<file path="config.mk">
export PLATFORM = sky130hd
export DESIGN_NAME = ne_window_acc_flat
export DESIGN_NICKNAME = d
export VERILOG_FILES = /design/src/rtl/ne_window_acc_pkg.sv /design/src/rtl/ne_window_acc_if.sv /design/src/rtl/ne_window_acc.sv /design/src/flat_wrapper.sv
export SDC_FILE = /design/constraint.sdc
export NUM_CORES = 1
export LEC_CHECK = 0
export ABC_AREA = 0
export CORE_UTILIZATION = 45
export DETAILED_ROUTE_END_ITERATION = 8
export HOLD_SLACK_MARGIN = 0.05
export PLACE_DENSITY = 0.79
export SKIP_LAST_GASP = 1
export SYNTH_ARGS = -nofsm -noshare
export SYNTH_HDL_FRONTEND = slang
export SYNTH_SLANG_ARGS = --single-unit
export TNS_END_PERCENT = 10
</file>
<file path="constraint.sdc">
create_clock -name clk -period 9.8 [get_ports clk]
set_input_delay 1.96 -clock clk [delete_from_list [all_inputs] [get_ports clk]]
set_output_delay 1.96 -clock clk [all_outputs]
set_load 0.02 [all_outputs]
</file>
<file path="src/rtl/ne_window_acc_pkg.sv">
// Shared definitions for the NE window accumulator.
//   state_e          : FSM encoding (prime the upstream delay line, then accumulate)
//   NePrimeSamples   : valid samples discarded after reset/clear
//   ne_log2()        : ceil(log2(n)) usable in constant expressions (window shift amount)
package ne_window_acc_pkg;

  typedef enum logic [0:0] {
    StPrime = 1'b0,
    StAccum = 1'b1
  } state_e;

  localparam int unsigned NePrimeSamples = 2;

  function automatic int unsigned ne_log2(input int unsigned n);
    int unsigned r;
    r = 0;
    while ((32'd1 << r) < n) r++;
    return r;
  endfunction

endpackage

</file>
<file path="src/rtl/ne_window_acc_if.sv">
// Stream bus between the NE unit / control (master) and the window accumulator (slave).
//   clr        : sync restart, active-high
//   din        : signed NE sample
//   din_valid  : din qualifier
//   threshold  : signed detect threshold
//   sum        : signed window sum (held)
//   mean       : signed window mean, floor(sum / WIN_LEN) (held)
//   sum_valid  : one-cycle pulse when sum/mean/detect update
//   detect     : mean > threshold (held)
interface ne_window_acc_if #(
  parameter int unsigned IN_WIDTH  = 64,
  parameter int unsigned ACC_WIDTH = 72
);
  logic                 clr;
  logic [IN_WIDTH-1:0]  din;
  logic                 din_valid;
  logic [IN_WIDTH-1:0]  threshold;
  logic [ACC_WIDTH-1:0] sum;
  logic [IN_WIDTH-1:0]  mean;
  logic                 sum_valid;
  logic                 detect;

  modport master (
    output clr, din, din_valid, threshold,
    input  sum, mean, sum_valid, detect
  );

  modport slave (
    input  clr, din, din_valid, threshold,
    output sum, mean, sum_valid, detect
  );
endinterface

</file>
<file path="src/rtl/ne_window_acc.sv">
// Accumulates signed NE samples over non-overlapping windows of WIN_LEN valid samples and
// emits the window sum, mean (arithmetic shift, floor) and a threshold-detect flag.
// The first NePrimeSamples valid samples after reset/clear are discarded.
// Ports:
//   clk  : clock, rising edge
//   rst  : synchronous reset, active-low
//   bus  : slave side of ne_window_acc_if (clr, din, din_valid, threshold in;
//          sum, mean, sum_valid, detect out)
module ne_window_acc
  import ne_window_acc_pkg::*;
#(
  parameter int unsigned IN_WIDTH  = 64,
  parameter int unsigned WIN_LEN   = 256,
  parameter int unsigned ACC_WIDTH = IN_WIDTH + $clog2(WIN_LEN)
) (
  input  logic           clk,
  input  logic           rst,
  ne_window_acc_if.slave bus
);

  localparam int unsigned WinLog2 = ne_log2(WIN_LEN);
  localparam int unsigned SkipW   = (NePrimeSamples > 1) ? ne_log2(NePrimeSamples) : 1;
  localparam logic [WinLog2-1:0] CntLast  = WinLog2'(WIN_LEN - 1);
  localparam logic [SkipW-1:0]   SkipLast = SkipW'(NePrimeSamples - 1);

  state_e                      state_q, state_d;
  logic signed [ACC_WIDTH-1:0] acc_q, acc_d;
  logic [WinLog2-1:0]          cnt_q, cnt_d;
  logic [SkipW-1:0]            skip_q, skip_d;
  logic signed [ACC_WIDTH-1:0] sum_q, sum_d;
  logic signed [IN_WIDTH-1:0]  mean_q, mean_d;
  logic                        sum_valid_q, sum_valid_d;
  logic                        detect_q, detect_d;

  logic signed [ACC_WIDTH-1:0] din_ext;
  logic signed [ACC_WIDTH-1:0] acc_sum;
  logic signed [IN_WIDTH-1:0]  mean_next;

  // Sign-extend the sample; the accumulator is wide enough that a full window cannot overflow.
  assign din_ext   = ACC_WIDTH'($signed(bus.din));
  assign acc_sum   = acc_q + din_ext;
  // Shifted sum always fits IN_WIDTH, so truncation is exact.
  assign mean_next = IN_WIDTH'(acc_sum >>> WinLog2);

  always_ff @(posedge clk) begin
    if (!rst) begin
      state_q     <= StPrime;
      acc_q       <= '0;
      cnt_q       <= '0;
      skip_q      <= '0;
      sum_q       <= '0;
      mean_q      <= '0;
      sum_valid_q <= 1'b0;
      detect_q    <= 1'b0;
    end else begin
      state_q     <= state_d;
      acc_q       <= acc_d;
      cnt_q       <= cnt_d;
      skip_q      <= skip_d;
      sum_q       <= sum_d;
      mean_q      <= mean_d;
      sum_valid_q <= sum_valid_d;
      detect_q    <= detect_d;
    end
  end

  always_comb begin
    state_d     = state_q;
    acc_d       = acc_q;
    cnt_d       = cnt_q;
    skip_d      = skip_q;
    sum_d       = sum_q;
    mean_d      = mean_q;
    detect_d    = detect_q;
    sum_valid_d = 1'b0;

    if (bus.clr) begin
      // Restart wins over a coincident sample, even a window-completing one.
      state_d = StPrime;
      acc_d   = '0;
      cnt_d   = '0;
      skip_d  = '0;
    end else if (bus.din_valid) begin
      unique case (state_q)
        StPrime: begin
          skip_d = skip_q + 1'b1;
          if (skip_q == SkipLast) begin
            state_d = StAccum;
          end
        end
        StAccum: begin
          if (cnt_q == CntLast) begin
            sum_d       = acc_sum;
            mean_d      = mean_next;
            detect_d    = (mean_next > $signed(bus.threshold));
            sum_valid_d = 1'b1;
            acc_d       = '0;
            cnt_d       = '0;
          end else begin
            acc_d = acc_sum;
            cnt_d = cnt_q + 1'b1;
          end
        end
        default: state_d = StPrime;
      endcase
    end
  end

  assign bus.sum       = sum_q;
  assign bus.mean      = mean_q;
  assign bus.sum_valid = sum_valid_q;
  assign bus.detect    = detect_q;

endmodule

</file>
<file path="src/flat_wrapper.sv">
// flat-port wrapper written by rule: the top's interface ports become plain ports
module ne_window_acc_flat import ne_window_acc_pkg::*;
#(
  parameter int unsigned IN_WIDTH  = 64,
  parameter int unsigned WIN_LEN   = 256,
  parameter int unsigned ACC_WIDTH = IN_WIDTH + $clog2(WIN_LEN)
)
  (clk, rst, bus_clr, bus_din, bus_din_valid, bus_threshold, bus_sum, bus_mean, bus_sum_valid, bus_detect);
  ne_window_acc_if #(.IN_WIDTH(IN_WIDTH), .ACC_WIDTH(ACC_WIDTH)) bus_i ();
  input  logic clk;
  input  logic rst;
  input wire logic [$bits(bus_i.clr)-1:0] bus_clr;
  input wire logic [$bits(bus_i.din)-1:0] bus_din;
  input wire logic [$bits(bus_i.din_valid)-1:0] bus_din_valid;
  input wire logic [$bits(bus_i.threshold)-1:0] bus_threshold;
  output wire logic [$bits(bus_i.sum)-1:0] bus_sum;
  output wire logic [$bits(bus_i.mean)-1:0] bus_mean;
  output wire logic [$bits(bus_i.sum_valid)-1:0] bus_sum_valid;
  output wire logic [$bits(bus_i.detect)-1:0] bus_detect;
  assign bus_i.clr = bus_clr;
  assign bus_i.din = bus_din;
  assign bus_i.din_valid = bus_din_valid;
  assign bus_i.threshold = bus_threshold;
  assign bus_sum = bus_i.sum;
  assign bus_mean = bus_i.mean;
  assign bus_sum_valid = bus_i.sum_valid;
  assign bus_detect = bus_i.detect;
  ne_window_acc #(.IN_WIDTH(IN_WIDTH), .WIN_LEN(WIN_LEN), .ACC_WIDTH(ACC_WIDTH)) u_core (.clk(clk), .rst(rst), .bus(bus_i));
endmodule
</file>
[After elaboration in Yosys (flattened, before gate mapping)]
Cells that the tools add are included.
Storage, ports and cells
  input port bits: 132
  output and inout port bits: 138
  flip-flop bits (word level): 220
Cells by class
  magnitude comparators: 1
  reduce and logical (&&, ||, !) cells: 5
  equal/unequal tests: 1
  add/subtract/negate cells: 3
  muxes and demuxes: 5
  bitwise logic cells: 4
Operator list (count)
  adder 72 x 64 -> 72 bit: 1
  2-to-1 mux 72 bit: 1
  > comparator 64 bit: 1
  adder 8 x 1 -> 8 bit (second input constant): 1
  equality test 8 bit (second input constant): 1
  2-to-1 mux 8 bit: 1
  NOT 1 bit: 4
  AND reduction 2 bit: 2
  AND reduction 4 bit: 1
  OR reduction 4 bit: 1
  2-to-1 mux 1 bit: 3
  OR reduction 2 bit: 1
  adder 1 bit (second input constant): 1

[Depth between registers and ports, before layout]
Gate-level depths: netlist of run 1.
  word-level depth: 2
  depth in mapped cells: 23
  gate-level depth less buffers: 23

[Least setup slack after synthesis of run 1]
OpenSTA, ideal clock, no wires.
  kind: input to register
  start point: input port bus_din[10]
  end point: register u_core.detect_q, in the netlist u_core.bus.detect
  cell stages on the path: 20
  path buffers: 0
  data required time: 9.678 ns
  slack: 4.167 ns
  setup time: 0.122 ns
  arrival time: 5.511 ns
  cells stage by stage: ha_1 -> a21o_1 -> or3_1 -> o2111ai_2 -> o22ai_1 -> o2111ai_2 -> a21boi_1 -> o21ai_0 -> xnor2_1 -> ha_1 -> a21o_1 -> a21o_1 -> a21oi_1 -> o21ai_0 -> nand2_1 -> o211ai_1 -> a221oi_1 -> o21ai_0 -> mux2i_1 -> o21ai_0
On the way
  cells in the longest elaborated chain, start to end: 2
RTL lines
  start, declared: RTL line flat_wrapper.sv:13  | input wire logic [$bits(bus_i.din)-1:0] bus_din;
  adder 72 x 64 -> 72 bit: RTL line ne_window_acc.sv:41  | assign acc_sum = acc_q + din_ext;
  net u_core.acc_sum[45]: RTL line ne_window_acc.sv:36  | logic signed [ACC_WIDTH-1:0] acc_sum;
  > comparator 64 bit: RTL line ne_window_acc.sv:95  | detect_d = (mean_next > $signed(bus.threshold));
  end signal, assigned: RTL line ne_window_acc.sv:63  | detect_q <= detect_d;
  end, declared: RTL line ne_window_acc.sv:33  | logic detect_q, detect_d;
The timed path passes the listed nets, and every way through them passes these cells.
A chain may end at the register's enable or synchronous reset.

[Final worst setup path of run 1]
  start point: input port bus_din[0]
  end point: register u_core.detect_q, in the netlist u_core.bus.detect
Same word-level chain as after synthesis.

==> results of run 1 <==
-- logic make-up (layout without fill, tap and decap cells) --
group | Yosys count | after routing | synth area share (%)
compound gates | 497 | 497 | 28.00
simple gates | 458 | 458 | 17.06
buf+inv | 241 | 403 | 9.570
flops | 156 | 156 | 25.55
fa+ha+maj | 137 | 137 | 14.08
xor+xnor | 74 | 74 | 5.302
mux | 5 | 5 | 0.4299
other cells | 0 | 1 | 0
-- critical path, stage by stage --
cell             delay [ps]
clkdlybuf4s50_1         470
ha_1                    170
inv_1                    60
fa_1                    400
nand2b_1                180
a21oi_1                 340
o211ai_1                160
a211o_1                 320
and2_1                  190
o31ai_1                 520
xor2_1                  240
ha_1                    330
nand4_1                 120
nor4_1                  660
a221oi_1                340
o21ai_0                 300
mux2i_1                 210
o21ai_0                 100
-- final cells by class --
cell class / count / area, um^2 / area share (%)
well taps: 335 / 419.2 / 2.764
inverters: 95 / 356.6 / 2.351
repair buffers: 276 / 2740 / 18.07
multi-input cells: 1171 / 7959 / 52.48
flip-flops and latches: 156 / 3123 / 20.59
diodes: 1 / 2.502 / 0.01650
clock buffers: 18 / 429.2 / 2.830
clock inverters: 14 / 135.1 / 0.8911
-- state kept, by name, summed over array words and instances, names as in the netlist --
register,count
u_core.bus.sum_valid,1
u_core.bus.mean,64
u_core.acc_q,72
u_core.bus.sum,8
u_core.bus.detect,1
u_core.state_q,1
u_core.skip_q,1
u_core.cnt_q,8
-- worst max-delay path by stage --
stage                                           to        start
floorplan           u_core.bus.detect$_SDFFE_PN0P_  bus_din[10]
global placement    u_core.bus.detect$_SDFFE_PN0P_   bus_din[1]
detailed placement  u_core.bus.detect$_SDFFE_PN0P_   bus_din[1]
CTS                 u_core.bus.detect$_SDFFE_PN0P_   bus_din[1]
global route        u_core.bus.detect$_SDFFE_PN0P_   bus_din[0]
finish              u_core.bus.detect$_SDFFE_PN0P_   bus_din[0]
-- stage by stage --
step           hold slack (ps)  cell area (um^2)
6_report                 470.8             15160
5_1_grt                  490.5             15160
4_1_cts                  473.0             15160
3_5_place_dp             463.8             14600
3_3_place_gp             442.8             14600
2_1_floorplan            429.1             12220
-- cells in the final DEF (no fill, tap or decap), types with 13 or more instances in the layout --
cell,count
clkdlybuf4s50_1,268
nand2_1,196
dfxtp_1,156
ha_1,136
nor2_1,116
a21oi_1,114
inv_1,95
a21o_1,74
o21ai_0,66
a21boi_0,52
xnor2_1,47
nand4_1,47
a22oi_1,38
a22o_1,30
xor2_1,27
nand3_1,19
clkbuf_16,17
o21bai_1,15
o211ai_1,13
-- metal layers --
layer / vias to the layer above / share of wire (%) / global-route usage, %
met5: - / 0 / 0
met2: 411 / 45 / 43.68
li1: 5831 / - / -
met4: 0 / 2.2 / 7.890
met1: 5752 / 47 / 35.52
met3: 48 / 5.7 / 4.087
-- power by group through the flow --
stage          Combinational, uW  Clock [uW]  Sequential [uW]
2_1_floorplan                133           0              650
3_3_place_gp                 227           0              650
3_5_place_dp                 231           0              650
4_1_cts                      233         661              635
5_1_grt                      258         691              635
6_report                     235         661              635
==> impl_results.md, run 1 <==
* Leakage at 0.006417 uW
* Commonest cells post-synth: nand2_1 (196), dfxtp_1 (156), ha_1 (136), nor2_1 (118), a21oi_1 (114)
* Clock share of power at 43.2%
* FF-to-FF End: u_core.bus.detect$_SDFFE_PN0P_
* Core area at 26,350 um^2
* Crit path kind: input pin to flip-flop
* Routed Antenna Nets at 0
* Sink Count at 156
* Drt pass-1 iters at 7
* Post-synthesis cell type count at 77
* Reg power frac at 41.5%
* Setup bufs post-CTS at 0
* Initial antenna violation count at 1
* Gr usage total at 26.49%
* Cell taking the most area after synthesis: dfxtp_1
* Sw Ratio at 28.23%
* Crit path max fanout at 4
* Total global routing overflow at 0
* Switch Pwr at 432.4 uW
* Design Power at 1531 uW
* Fmax at 148.1 MHz
* Reg2Reg Setup Slack at 4710 ps
* Non-filler cells, final at 2,066
* Wire per inst at 18.11 um
* Avg Cell Area, Syn at 7.796 um^2
* Final Cycle Share at 68.90%
* Fillers at 2,399
* R2r worst-path depth at 17
* Hold Violations, Final at 0
* Synthesized flop and latch total at 156
* Post-Syn Area at 12,220 um^2
* Power Density at 101.0 nW/um^2
* Syn-to-layout area delta at 24.05%
* Die Ht at 166.8 um
* Setup WS post-layout at 3048 ps
* Synth area leaders: dfxtp_1 (26%), ha_1 (14%), nand2_1 (6.0%)
* Number of max-cap violations at 0
* Main synth FF type: dfxtp_1
* Max transition margin at 27.88%
* Clk_skew at 15.95 ps
* Final slew viol count at 0
* CP Data Required Time at 10,120 ps
* YS warnings at 0
* Max IR drop VDD at 0.08274 mV
* Number of DRC markers in iteration 0 at 829
* Worst setup EP type: flip-flop
* Final Setup Violations at 0
* Skew-Pair Late Insertion Delay at 440 ps
* Period minus WS final at 6752 ps
* Buffers on Ports at 269
* Hpwl dp at 28,700 um
* Via count at 12,040
* CP Data Arrival Time at 7070 ps
* CTS tree: done
* Initial Util at 46.38%
* Die ar. at 27,830 um^2
* Row cnt at 59
* Die width at 166.8 um
* Async S/R FF share, synth at 0%
* Crit path launch type: input pin
* Worst-margin pin slew at 1082 ps
* CTS max path bufs at 2
* CTS HTree Levels at 4
* Vias in the first global route at 11,560
* Via density at 5.829
* Post-Route WL at 37,420 um
* Placement Setup Slack at 2726 ps
* Hold-critical path depth at 2
* Syn Nets at 1,837
* Hold_buf cts at 0
* Hold WC Path Type: flip-flop to flip-flop
* Top-count cell post-synth: nand2_1
* First-pass GRT wire length at 59,860 um
* RSZ-0062 raised after global routing: false
* Fin util at 57.54%
* Global placement routability congestion at 0.9649
* Layout cells sized above 1 at 3.931%
* Synth top area share at 25.55%
* Clock root cell: clkbuf_16
* Inserted Clock Buffers at 17
* Internal power at 1099 uW
* Outcome: finished clean
* Hold Crit Start: u_core.bus.mean[32]$_SDFFE_PN0P_
* Min-Delay Endpoint: u_core.bus.mean[32]$_SDFFE_PN0P_
* Residual DRC at 0
* # resized after CTS at 0
* Combinational share of power at 15.3%
* Gate Count Post-Synth at 1,568
* DP Cell Count at 2,033
* Number of flops mapped to enable cells by yosys at 0
* Post-synthesis sequential area ratio at 25.55%
* Clock transition at path regs at 70 ps
* Maximum number of pins on one net before global-route repair at 78
* IO Pins at 270
* Setup TNS at 0 ps
* Total Nets Final at 1,986
* Worst r2r src: u_core.acc_q[0]$_SDFFE_PP0P_
Power figures use the tool's default switching activity.
==> inputs of run 2 (changes only) <==
==> constraint.sdc (replaced) <==
create_clock -name clk -period 6.8 [get_ports clk]
set_input_delay 1.36 -clock clk [delete_from_list [all_inputs] [get_ports clk]]
set_output_delay 1.36 -clock clk [all_outputs]
set_load 0.02 [all_outputs]
==> run 2 against run 1 <==
Cell count up 0.15%. Clock power up 56%. Worst setup slack worse by 2200 ps. Hold slack worse by 3.0 ps. Combinational power up 46%. Count of clock-buffer cells in the layout unchanged. Power up 49%. Largest cell class unchanged. Global-route usage up 0.88 points. Via count up 0.42%. Highest routed layer unchanged. Sequential share of layout area down 0.10 points.
==> impl_results.md, run 2 (synthesis gave the netlist of run 1 again) <==
* Outcome: finished clean
* Setup TNS at 0 ps
* CP Data Required Time at 7120 ps
* Combinational share of power at 15.0%
* Gr usage total at 27.37%
* Buffers on Ports at 269
* Final slew viol count at 0
* Total Nets Final at 1,990
* Core area at 26,350 um^2
* Setup bufs post-CTS at 0
* Critical path's largest stage delay at 430 ps
* Crit-path leading delay family: compound AO/OA/AOI/OAI gates
* Skew-Pair Late Insertion Delay at 440 ps
* RSZ-0062 raised after global routing: false
* Reg power frac at 40.0%
* Final Cycle Share at 88.25%
* Design Power at 2287 uW
* Clock share of power at 45.0%
* Drt pass-1 iters at 7
* Inserted Clock Buffers at 17
* CTS max path bufs at 2
* Wire per inst at 18.40 um
* Hold_buf cts at 0
* Critical-path cell list: clkdlybuf4s50_1 -> ha_1 -> and4_1 -> nand3_1 -> or3_1 -> o22ai_1 -> o2111ai_2 -> a21oi_2 -> a211oi_4 -> buf_4 -> xnor2_1 -> ha_1 -> a21o_1 -> a21o_1 -> a21oi_1 -> o211ai_1 -> a221oi_1 -> o21ai_0 -> mux2i_1 -> o21ai_0
* CP max-delay cell: clkdlybuf4s50_1
* Max IR drop VDD at 0.1237 mV
* Vias in the first global route at 11,670
* Initial antenna violation count at 0
* Residual DRC at 0
* Sw Ratio at 28.27%
* # resized after CTS at 0
* CTS HTree Levels at 4
* Commonest non-fill, non-tap cell in the layout: clkdlybuf4s50_1
* Max transition margin at 36.61%
* Max reg flops at 72
* Via count at 12,090
* Crit path kind: input pin to flip-flop
* Hpwl dp at 28,940 um
* Crit path launch type: input pin
* Switch Pwr at 646.5 uW
* Post-Route WL at 38,060 um
* Final Setup Violations at 0
* IO Pins at 270
* Number of max-cap violations at 0
* Clock transition at path regs at 70 ps
* Syn-to-layout area delta at 24.68%
* Leakage at 0.006460 uW
* Clock root cell: clkbuf_16
* Period minus WS final at 6001 ps
* Maximum number of pins on one net before global-route repair at 81
* Total global routing overflow at 0
* CTS tree: done
* Largest Register: u_core.acc_q
* Worst setup EP type: flip-flop
* Row cnt at 59
* Crit path max fanout at 8
* Worst-margin pin slew at 950.8 ps
* Hold Violations, Final at 0
* Die width at 166.8 um
* Internal power at 1640 uW
* Clk_skew at 11.01 ps
* Global placement routability congestion at 0.9448
* Number of DRC markers in iteration 0 at 1,169
* ANT cells at 0
* CP Data Arrival Time at 6330 ps
* Crit path buffers/inverters at 2
* Commonest non-fill, non-tap cells in the layout: clkdlybuf4s50_1 (268), nand2_1 (196), dfxtp_1 (156)
* Routed Antenna Nets at 0
* First-pass GRT wire length at 61,310 um
* Initial Util at 46.38%
* Sink Count at 156
* Hold WC Path Type: flip-flop to flip-flop
* Die Ht at 166.8 um
* Power Density at 150.1 nW/um^2
* Layout cells sized above 1 at 4.210%
* Via density at 5.845
* Fmax at 166.6 MHz
* Die ar. at 27,830 um^2
## run 2: power groups by stage
stage | sequential (uW) | clock (uW) | combinational (uW)
2_1_floorplan | 936 | 0 | 192
4_1_cts | 915 | 1040 | 338
3_3_place_gp | 936 | 0 | 330
5_1_grt | 915 | 1080 | 374
6_report | 915 | 1030 | 342
3_5_place_dp | 936 | 0 | 335
## run 2: worst register-to-register path, delay by kind of cell (launching register included)
kind | cells | cell delay (ps)
compound gates | 11 | 2340
xor+xnor | 1 | 320
simple gates | 3 | 750
flops | 1 | 340
mux | 1 | 200
fa+ha+maj | 2 | 730
buf+inv | 1 | 190
## run 2: path summary, 6_finish.rpt
| kind | cells after the start | slack (ps) | start | to |
|---|---|---|---|---|
| max | 20 | 800 | bus_din[17] | u_core.bus.detect$_SDFFE_PN0P_ |
| min | 2 | 470 | u_core.acc_q[8]$_SDFFE_PP0P_ | u_core.acc_q[8]$_SDFFE_PP0P_ |
| max reg2reg | 19 | 1840 | u_core.acc_q[15]$_SDFFE_PP0P_ | u_core.bus.detect$_SDFFE_PN0P_ |
| min reg2reg | 2 | 470 | u_core.acc_q[8]$_SDFFE_PP0P_ | u_core.acc_q[8]$_SDFFE_PP0P_ |
## run 2: cell type report
type                            count  area (um^2)
Sequential cell                   156         3123
Clock inverter                     14        173.9
Fill cell                        2374        11110
Inverter                           95        356.6
Multi-Input combinational cell   1171         7959
Timing Repair Buffer              280         2770
Tap cell                          335        419.2
Clock buffer                       18        439.2
## run 2: per-layer routing
metal  GRT usage (%)  share of wire [%]
met2           44.28                 45
met5               0                  0
met3           4.729                7.5
met1           37.43                 45
met4           7.246                2.1
## run 2: through the flow
| step | setup slack [ps] | cells | hold slack, ps | instance area [um^2] | utilization [%] |
|---|---|---|---|---|---|
| 6_report | 798.9 | 2069 | 467.8 | 15240 | 57.83 |
| 5_1_grt | 528.2 | 2069 | 505.1 | 15240 | 57.83 |
| 4_1_cts | 909.9 | 2069 | 467.5 | 15240 | 57.83 |
| 3_5_place_dp | 470.1 | 2037 | 455.3 | 14630 | 55.50 |
| 3_3_place_gp | 551.5 | 2037 | 444.8 | 14630 | 55.50 |
| 2_1_floorplan | 1767 | 1568 | 429.1 | 12220 | - |
==> inputs of run 3 (changes only) <==
--- a/config.mk
+++ b/config.mk
@@ -9,6 +9,7 @@
 export CORE_UTILIZATION = 45
 export DETAILED_ROUTE_END_ITERATION = 8
 export HOLD_SLACK_MARGIN = 0.05
+export MAX_ROUTING_LAYER = met4
 export PLACE_DENSITY = 0.79
 export SKIP_LAST_GASP = 1
 export SYNTH_ARGS = -nofsm -noshare
==> run 3 against run 2 <==
Global-route usage increased by 0.86 points. Maximum frequency decreased by 0.15%. Largest power group unchanged. Power decreased by 1.7%. Die area unchanged. Count of clock-buffer cells in the layout increased by 2.
==> impl_results.md, run 3 (synthesis gave the netlist of run 1 again) <==
* Hold Violations, Final at 0
* Final Setup Violations at 0
* IO Pins at 270
* Core area at 26,350 um^2
* Final slew viol count at 0
* Wire per inst at 18.63 um
* Final Cycle Share at 88.38%
* Max reg flops at 72
* Total global routing overflow at 0
* Fillers at 2,384
* Global placement routability congestion at 0.9465
* Worst r2r src: u_core.acc_q[0]$_SDFFE_PP0P_
* Hold Crit Start: u_core.bus.mean[32]$_SDFFE_PN0P_
* CTS max path bufs at 2
* Via count at 12,000
* Sink Count at 156
* Via density at 5.798
* DP Cell Count at 2,037
* Layout cells sized above 1 at 4.152%
* Number of max-cap violations at 0
* Placed Area at 14,630 um^2
* Number of DRC markers in iteration 0 at 1,118
* CTS tree: done
* Initial antenna violation count at 1
* CP Data Arrival Time at 6340 ps
* Fmax at 166.4 MHz
* Hold WC Path Type: flip-flop to flip-flop
* Residual DRC at 0
* Outcome: finished clean
* Met1 Use GR at 37.73%
* # resized after CTS at 0
* M2 GR Usage at 43.35%
* Skew-Pair Late Insertion Delay at 440 ps
* Maximum number of pins on one net before global-route repair at 77
* First-pass GRT wire length at 61,400 um
* Clock transition at path regs at 80 ps
* Initial Util at 46.38%
* CP Data Required Time at 7130 ps
* Drt pass-1 iters at 5
* Clock root cell: clkbuf_16
* Global route hottest layer: met2
* RSZ-0062 raised after global routing: false
* Die ar. at 27,830 um^2
* Max IR drop VDD at 0.1200 mV
* Setup TNS at 0 ps
* Syn-to-layout area delta at 24.46%
* Total Nets Final at 1,990
* Die Ht at 166.8 um
* Inserted Clock Buffers at 17
* Period minus WS final at 6010 ps
* Largest Register: u_core.acc_q
* Crit path max fanout at 4
* Hpwl dp at 29,330 um
* Fin util at 57.73%
* Non-filler cells, final at 2,070
* Crit path launch type: input pin
* Worst-margin pin slew at 869.4 ps
* Hold_buf cts at 0
* Crit path kind: input pin to flip-flop
* Worst setup EP type: flip-flop
* Leakage at 0.006438 uW
* Gr usage total at 28.23%
* Commonest non-fill, non-tap cell in the layout: clkdlybuf4s50_1
* Max transition margin at 41.90%
* M3 GR Usage at 3.683%
* Design Area, Final at 15,210 um^2
* Buffers on Ports at 269
* Die width at 166.8 um
* CP Launch Point: bus_din[0]
* Commonest non-fill, non-tap cells in the layout: clkdlybuf4s50_1 (268), nand2_1 (196), dfxtp_1 (156)
* CTS HTree Levels at 4
* Vias in the first global route at 11,590
* Routed Antenna Nets at 0
* Post-Route WL at 38,560 um
* Clk_skew at 13.49 ps
* Power Density at 147.7 nW/um^2
* Setup bufs post-CTS at 0
* Row cnt at 59
-- run 3: metal layers --
layer  part of all wire [%]  vias to the layer above
met5                      0                        -
met4                    3.0                        0
met3                    6.6                       71
met2                     44                      476
met1                     47                     5617
li1                       -                     5838
-- run 3: final cells by class --
| cell class | instances | area (um^2) | area share, % |
|---|---|---|---|
| inverter | 95 | 356.6 | 2.344 |
| sequential | 156 | 3123 | 20.53 |
| multi-input combinational | 1171 | 7959 | 52.31 |
| antenna | 1 | 2.502 | 0.01645 |
| clock buffer | 20 | 456.7 | 3.002 |
| clock inverter | 12 | 127.6 | 0.8388 |
| tap | 335 | 419.2 | 2.755 |
| timing repair buffer | 280 | 2770 | 18.21 |
-- run 3: critical path, cell delays in order --
cell and delay (ps):
clkdlybuf4s50_1 460, ha_1 170, inv_1 50, fa_1 410
nand2b_1 190, a21oi_1 300, o2111ai_1 240, a21oi_1 430
o31a_1 220, o21a_1 150, a211oi_2 70, a21o_1 200
a31oi_1 270, inv_1 80, ha_1 300, nand4_1 130
nor4_1 550, nand3_1 190, o21ai_0 270, mux2i_1 210
o21ai_0 90
-- run 3: power by group --
group / switching, uW / internal, uW
logic: 183 / 158
clock network: 455 / 536
registers: 0.965 / 914
-- run 3: worst paths after layout --
kind | endpoint | slack, ps | cells after the start
worst max-delay path | u_core.bus.detect$_SDFFE_PN0P_ | 790 | 21
worst min-delay path | u_core.bus.mean[32]$_SDFFE_PN0P_ | 480 | 2
worst max register to register | u_core.bus.detect$_SDFFE_PN0P_ | 1820 | 20
worst min register to register | u_core.bus.mean[32]$_SDFFE_PN0P_ | 480 | 2
-- run 3: per-stage QoR --
step	setup WS, ps	hold slack (ps)	power [uW]
after floorplan	1767	429.1	1128
after global placement	569.3	455.8	1267
after detailed placement	412.0	470.8	1271
after CTS	867.2	482.3	2250
after global routing	477.3	497.3	2328
final	790.1	480.3	2248
